### config.mk
export PLATFORM = sky130hd
export DESIGN_NAME = baud_rate_gen
export DESIGN_NICKNAME = d
export VERILOG_FILES = /design/src/rtl/uart_pkg.sv /design/src/rtl/baud_div_table.sv /design/src/rtl/baud_rate_gen.sv
export SDC_FILE = /design/constraint.sdc
export NUM_CORES = 1
export LEC_CHECK = 0
export CAP_MARGIN = 10
export CORE_ASPECT_RATIO = 0.9
export CORE_MARGIN = 2
export CORE_UTILIZATION = 50
export DETAILED_ROUTE_END_ITERATION = 6
export PLACE_DENSITY = 0.72
export SYNTH_ARGS = -nofsm -noshare
export SYNTH_HDL_FRONTEND = slang
export SYNTH_HIERARCHICAL = 1
export SYNTH_SLANG_ARGS = --single-unit
### constraint.sdc
create_clock -name clk -period 4.4 [get_ports clk]
set_input_delay 0.44 -clock clk [delete_from_list [all_inputs] [get_ports clk]]
set_output_delay 0.44 -clock clk [all_outputs]
set_load 0.02 [all_outputs]
### src/rtl/uart_pkg.sv
// Shared UART definitions: baud rate codes, the rate table in Hz and the
// clock-to-divisor helper used to elaborate divisor tables.
package uart_pkg;

    localparam logic [3:0] BAUD_300    = 4'd0;
    localparam logic [3:0] BAUD_1200   = 4'd1;
    localparam logic [3:0] BAUD_2400   = 4'd2;
    localparam logic [3:0] BAUD_4800   = 4'd3;
    localparam logic [3:0] BAUD_9600   = 4'd4;
    localparam logic [3:0] BAUD_19200  = 4'd5;
    localparam logic [3:0] BAUD_38400  = 4'd6;
    localparam logic [3:0] BAUD_57600  = 4'd7;
    localparam logic [3:0] BAUD_115200 = 4'd8;
    localparam logic [3:0] BAUD_230400 = 4'd9;
    localparam logic [3:0] BAUD_460800 = 4'd10;
    localparam logic [3:0] BAUD_921600 = 4'd11;
    localparam logic [3:0] BAUD_CUSTOM = 4'd15;

    localparam int unsigned RATE_HZ [12] = '{
        300, 1200, 2400, 4800, 9600, 19200,
        38400, 57600, 115200, 230400, 460800, 921600
    };

    typedef enum logic [1:0] {
        ST_IDLE,
        ST_RUN,
        ST_PEND
    } brg_state_t;

    // Codes without a table entry fall back to 300 baud.
    function automatic int unsigned rate_of(input logic [3:0] code);
        if (code < 4'd12) begin
            return RATE_HZ[code];
        end
        return RATE_HZ[0];
    endfunction

    // Rounded clock-periods-per-symbol.
    function automatic int unsigned div_of(input int unsigned clk_hz,
                                           input int unsigned rate);
        return (clk_hz + rate / 2) / rate;
    endfunction

endpackage

### src/rtl/baud_div_table.sv
// Combinational rate-code to bit-period resolve. Custom divisor support
// (code 15, clamped to 2*OVERSAMPLE) is compiled only with BAUD_CUSTOM_EN.
module baud_div_table
    import uart_pkg::*;
#(
    parameter int unsigned CLK_HZ     = 100_000_000,
    parameter int          OVERSAMPLE = 16,
    parameter int          CNT_W      = 20
) (
    input  logic [3:0]       code,
    input  logic [CNT_W-1:0] custom_div,
    output logic [CNT_W-1:0] div
);

    logic [CNT_W-1:0] tab [16];

    // Divisors are fixed at elaboration, so no divider is built.
    for (genvar g = 0; g < 16; g++) begin : g_tab
        localparam int unsigned D = div_of(CLK_HZ, rate_of(4'(g)));
        assign tab[g] = CNT_W'(D);
    end

`ifdef BAUD_CUSTOM_EN
    localparam logic [CNT_W-1:0] DIV_MIN = CNT_W'(2 * OVERSAMPLE);

    always_comb begin
        div = tab[code];
        if (code == BAUD_CUSTOM) begin
            div = (custom_div < DIV_MIN) ? DIV_MIN : custom_div;
        end
    end
`else
    logic unused_custom;
    assign unused_custom = ^custom_div;

    always_comb begin
        div = tab[code];
    end
`endif

endmodule

### src/rtl/baud_rate_gen.sv
// UART baud-rate generator: bit and oversample ticks, glitch-free rate change
// at bit boundaries, mid-bit realignment. Optional macro: BAUD_CUSTOM_EN.
module baud_rate_gen
    import uart_pkg::*;
#(
    parameter int unsigned CLK_HZ     = 100_000_000,
    parameter int          OVERSAMPLE = 16,
    parameter int          CNT_W      = 20
) (
    input  logic             clk,
    input  logic             reset,
    input  logic             enable,
    input  logic [3:0]       baud,
    input  logic             baud_we,
    input  logic [CNT_W-1:0] custom_div,
    input  logic             sync_clear,
    output logic             bit_tick,
    output logic             os_tick,
    output logic [CNT_W-1:0] div_out,
    output logic             pending,
    output logic             rate_ack
);

    localparam int               OS_SH   = $clog2(OVERSAMPLE);
    localparam logic [CNT_W-1:0] DIV_300 = CNT_W'(div_of(CLK_HZ, RATE_HZ[0]));

    brg_state_t       st_q, st_d;
    logic [CNT_W-1:0] res_div;
    logic [CNT_W-1:0] pend_div;
    logic [CNT_W-1:0] div_q;
    logic [CNT_W-1:0] os_div;
    logic [CNT_W-1:0] bit_cnt;
    logic [CNT_W-1:0] os_cnt;
    logic             sync_act;
    logic             wrap_bit;
    logic             wrap_os;
    logic             apply;

    baud_div_table #(
        .CLK_HZ     (CLK_HZ),
        .OVERSAMPLE (OVERSAMPLE),
        .CNT_W      (CNT_W)
    ) u_table (
        .code       (baud),
        .custom_div (custom_div),
        .div        (res_div)
    );

    // Floor division; the remainder is absorbed by the restart at bit_tick.
    assign os_div   = div_q >> OS_SH;
    assign sync_act = enable & sync_clear;
    assign wrap_bit = enable && (bit_cnt == div_q - 1'b1);
    assign wrap_os  = enable && (os_cnt == os_div - 1'b1);

    // A realignment discards the partial bit, so it also swallows the wrap.
    assign bit_tick = wrap_bit & ~sync_act;
    assign os_tick  = wrap_os;
    assign div_out  = div_q;

    // An outstanding request waits for a bit boundary, or lands at once when idle.
    assign apply = (st_q == ST_PEND) && (!enable || bit_tick);

    always_ff @(posedge clk) begin
        if (reset) begin
            st_q <= ST_IDLE;
        end else begin
            st_q <= st_d;
        end
    end

    always_comb begin
        st_d = st_q;
        if (baud_we) begin
            st_d = ST_PEND;
        end else if ((st_q == ST_PEND) && !apply) begin
            st_d = ST_PEND;
        end else begin
            st_d = enable ? ST_RUN : ST_IDLE;
        end
    end

    always_comb begin
        pending  = (st_q == ST_PEND);
        rate_ack = apply;
    end

    // A write coinciding with an apply is held for the next boundary.
    always_ff @(posedge clk) begin
        if (baud_we) begin
            pend_div <= res_div;
        end
    end

    always_ff @(posedge clk) begin
        if (reset) begin
            div_q <= DIV_300;
        end else if (apply) begin
            div_q <= pend_div;
        end
    end

    always_ff @(posedge clk) begin
        if (reset || !enable) begin
            bit_cnt <= '0;
            os_cnt  <= '0;
        end else if (sync_act) begin
            bit_cnt <= div_q >> 1;
            os_cnt  <= '0;
        end else if (wrap_bit) begin
            bit_cnt <= '0;
            os_cnt  <= '0;
        end else begin
            bit_cnt <= bit_cnt + 1'b1;
            os_cnt  <= wrap_os ? '0 : os_cnt + 1'b1;
        end
    end

endmodule

==> reports/results.ini <==
[critical_path]
path_cells = inv_1, ha_1, nor3b_2, and4_1, a211oi_1, o31a_1, or4_4, o32ai_4, clkdlybuf4s50_1
worst_ep_required_time_ns = 3.96
cp_top_family = simple AND/OR/NAND/NOR gates
r2r.worst_path.cells = 10
end_kind = primary output
cp_max_fo = 6
critPathBufInv = 2
arrival_ns = 3.75
crit_slowest_cell = clkdlybuf4s50_1
r2r_end = div_out[9]
r2r-start = div_out[0]
rrSetupSlack_ns = 0.95
start_kind = flip-flop
criticalPathCategory = reg2out
slowest_delay_ns = 0.66

[synthesis]
yosysTopAreaCellShare_pct = 25.02
synth-main-ff-cell = dfxtp_1
ys_ff_latch = 82
ys_seq_area_share_pct = 37.12
synth.most_common_cell = dfxtp_1
async_reset_ff_share_pct = 0
synth_area_leader_cell = dfxtp_1
yosys-top-cells-area = dfxtp_1 25%, edfxtp_1 12%, xor2_1 7.4%
ys_types = 66
synth_edf_count = 20
synthCells = 555
yosys-top-cells-count = 62 x dfxtp_1, 48 x nor2_1, 45 x nand2_1
post_synth.cell_area_avg_um2 = 8.939
synthesis.area_um2 = 4961
synth_warnings = 6

[detailed_routing]
ant_nets = 0
drt_pass1_iterations = 5
vias = 3968
drt-vias-per-instance = 5.628
drt_iter0_drc = 181
wl_per_cell_um = 16.17
route.detailed.drc = 0
wl_um = 11400

[clock_network]
clk_latency_ns = 0.36
numCtsBuffers = 9
cts-root-buf = clkbuf_8
cts_max_path_buffers = 2
cts_tree = yes
cts.sinks = 82
postCtsHoldBufs = 0
clk_pin_slew_ns = 0.09
cts_max_level = 3

[sta]
maxSlewHeadroom_pct = 35.60
tns_ns = 0
finalMaxSlewViolations = 0
tightest_slew_ns = 0.9630
skew_ns = 0.01130
hold_viol_final = 0
setup_viol_count_final = 0
fmax_mhz = 238.8
period_share_pct = 95.17
rsz0062_at_grt = false
finalCriticalPeriod_ns = 4.188
setup_ws_ns = 0.2124

[worst_hold_path]
hp-class = reg2reg
holdPathEnd = bit_cnt[0]
worstHoldStart = bit_cnt[0]
worstHoldPathCells = 1

[floorplan]
die_w_um = 109.0
core_um2 = 9657
rows = 34
die_area_um2 = 10740
start_util_pct = 51.37
die_h_um = 98.50
num_io_pins = 53

[cells_and_area]
n_antenna_cell = 0
area_delta_synth_final_pct = 11.58
finalNetCount = 613
drive_gt1_share_pct = 7.772

[global_route]
grt-ovfl-total = 0
grt_max_degree = 42
grt_usage_pct = 22.45
grt_pass1_wl_um = 18980
grt_pass1_vias = 3886
antenna_found_initial = 0

[place]
dp_hpwl_um = 8255
gp_congestion = 0.8569
port-buffer-count = 32
dp_slack_ns = 0.6632

[pwr]
leakage_nw = 1.899
power_density_nw_per_um2 = 290.5
ir_drop_uv = 180.9

[flow_run]
cap_violations = 0

[status]
status = finished, final reports clean

-- state kept, by name (all words and copies together), names as in the netlist --
signal and count:
bit_cnt 20, div_out 20, os_cnt 20, pend_div 20, st_q 2
-- stage by stage --
| stage | hold WS [ns] | cells | total power [mW] | cell area (µm²) | util, % |
|---|---|---|---|---|---|
| 6_report | 0.5171 | 705 | 1.608 | 5535 | 57.32 |
| 5_1_grt | 0.5498 | 705 | 1.670 | 5535 | 57.32 |
| 4_1_cts | 0.5182 | 704 | 1.616 | 5525 | 57.22 |
| 3_5_place_dp | 0.4990 | 688 | 1.049 | 5318 | 55.07 |
| 3_3_place_gp | 0.4870 | 688 | 1.042 | 5318 | 55.07 |
| 2_1_floorplan | 0.4623 | 556 | 0.9875 | 4965 | - |
-- cell usage in the layout, fill, tap and decap left out, types with 20 or more instances in the layout --
cell type,Yosys,routed
xor2_1,42,42
clkdlybuf4s50_1,0,31
nand2_1,45,45
xnor2_1,38,38
o21ai_1,21,20
nor3_1,26,26
nand2b_1,30,30
nand3_1,24,24
nor2_1,48,48
edfxtp_1,20,20
dfxtp_1,62,62
mux2i_1,24,24
-- worst max-delay path by stage --
stage                     from        to  slack (ns)  cells after the start
finish              div_out[0]  rate_ack        0.21                      9
global route        div_out[0]  rate_ack        0.07                      9
detailed placement  div_out[0]  rate_ack        0.66                      9
CTS                 div_out[0]  bit_tick        0.16                     10
floorplan           div_out[4]  rate_ack        0.97                     10
global placement    div_out[0]  bit_tick        0.68                     10
-- layout make-up --
class	instances	area (µm²)
repair buffers	42	397.9
clock buffers	9	123.9
multi-input cells	424	2874
flip-flops and latches	82	1842
inverters	15	56.30
clock inverters	7	83.83
well taps	126	157.7
fillers	843	4121
-- logic make-up after synthesis --
kind of cell,after synthesis,share of synthesized area [%]
muxes,25,5.069
xor gates and xnor gates,81,14.58
other,1,0.07559
and+or+nand+nor,237,25.88
AOI/OAI and AO/OA,69,9.534
DFF,82,37.12
adders and majority gates,10,2.522
buffers and inverters,50,5.221
-- layer usage --
layer | track usage (%) | up-vias | part of all wire [%]
li1 | - | 1962 | -
met1 | 29.38 | 1891 | 46
met2 | 36.93 | 96 | 48
met3 | 4.696 | 19 | 4.8
met4 | 7.298 | 0 | 1.9
met5 | 0 | - | 0
-- power breakdown --
group          internal (mW)  switching, mW
clock network          0.272          0.302
registers              0.804         0.0375
logic                 0.0863          0.105
-- what timing repair did --
item	4_1_cts	5_1_grt
endpoints found under the hold margin	0	0
gates resized for setup	0	1
setup endpoints to repair	0	2
buffers inserted	0	1
-- worst reg2reg max path, stage by stage (launching register included) --
cell and delay [ns]:
dfxtp_1 0.39, inv_1 0.09, ha_1 0.27, nor3b_2 0.38
and4_1 0.29, a211oi_1 0.09, o31a_1 0.34, or4_4 0.54
o32ai_4 0.34, buf_4 0.40, mux2i_1 0.26
Power figures use the tool's default switching activity.
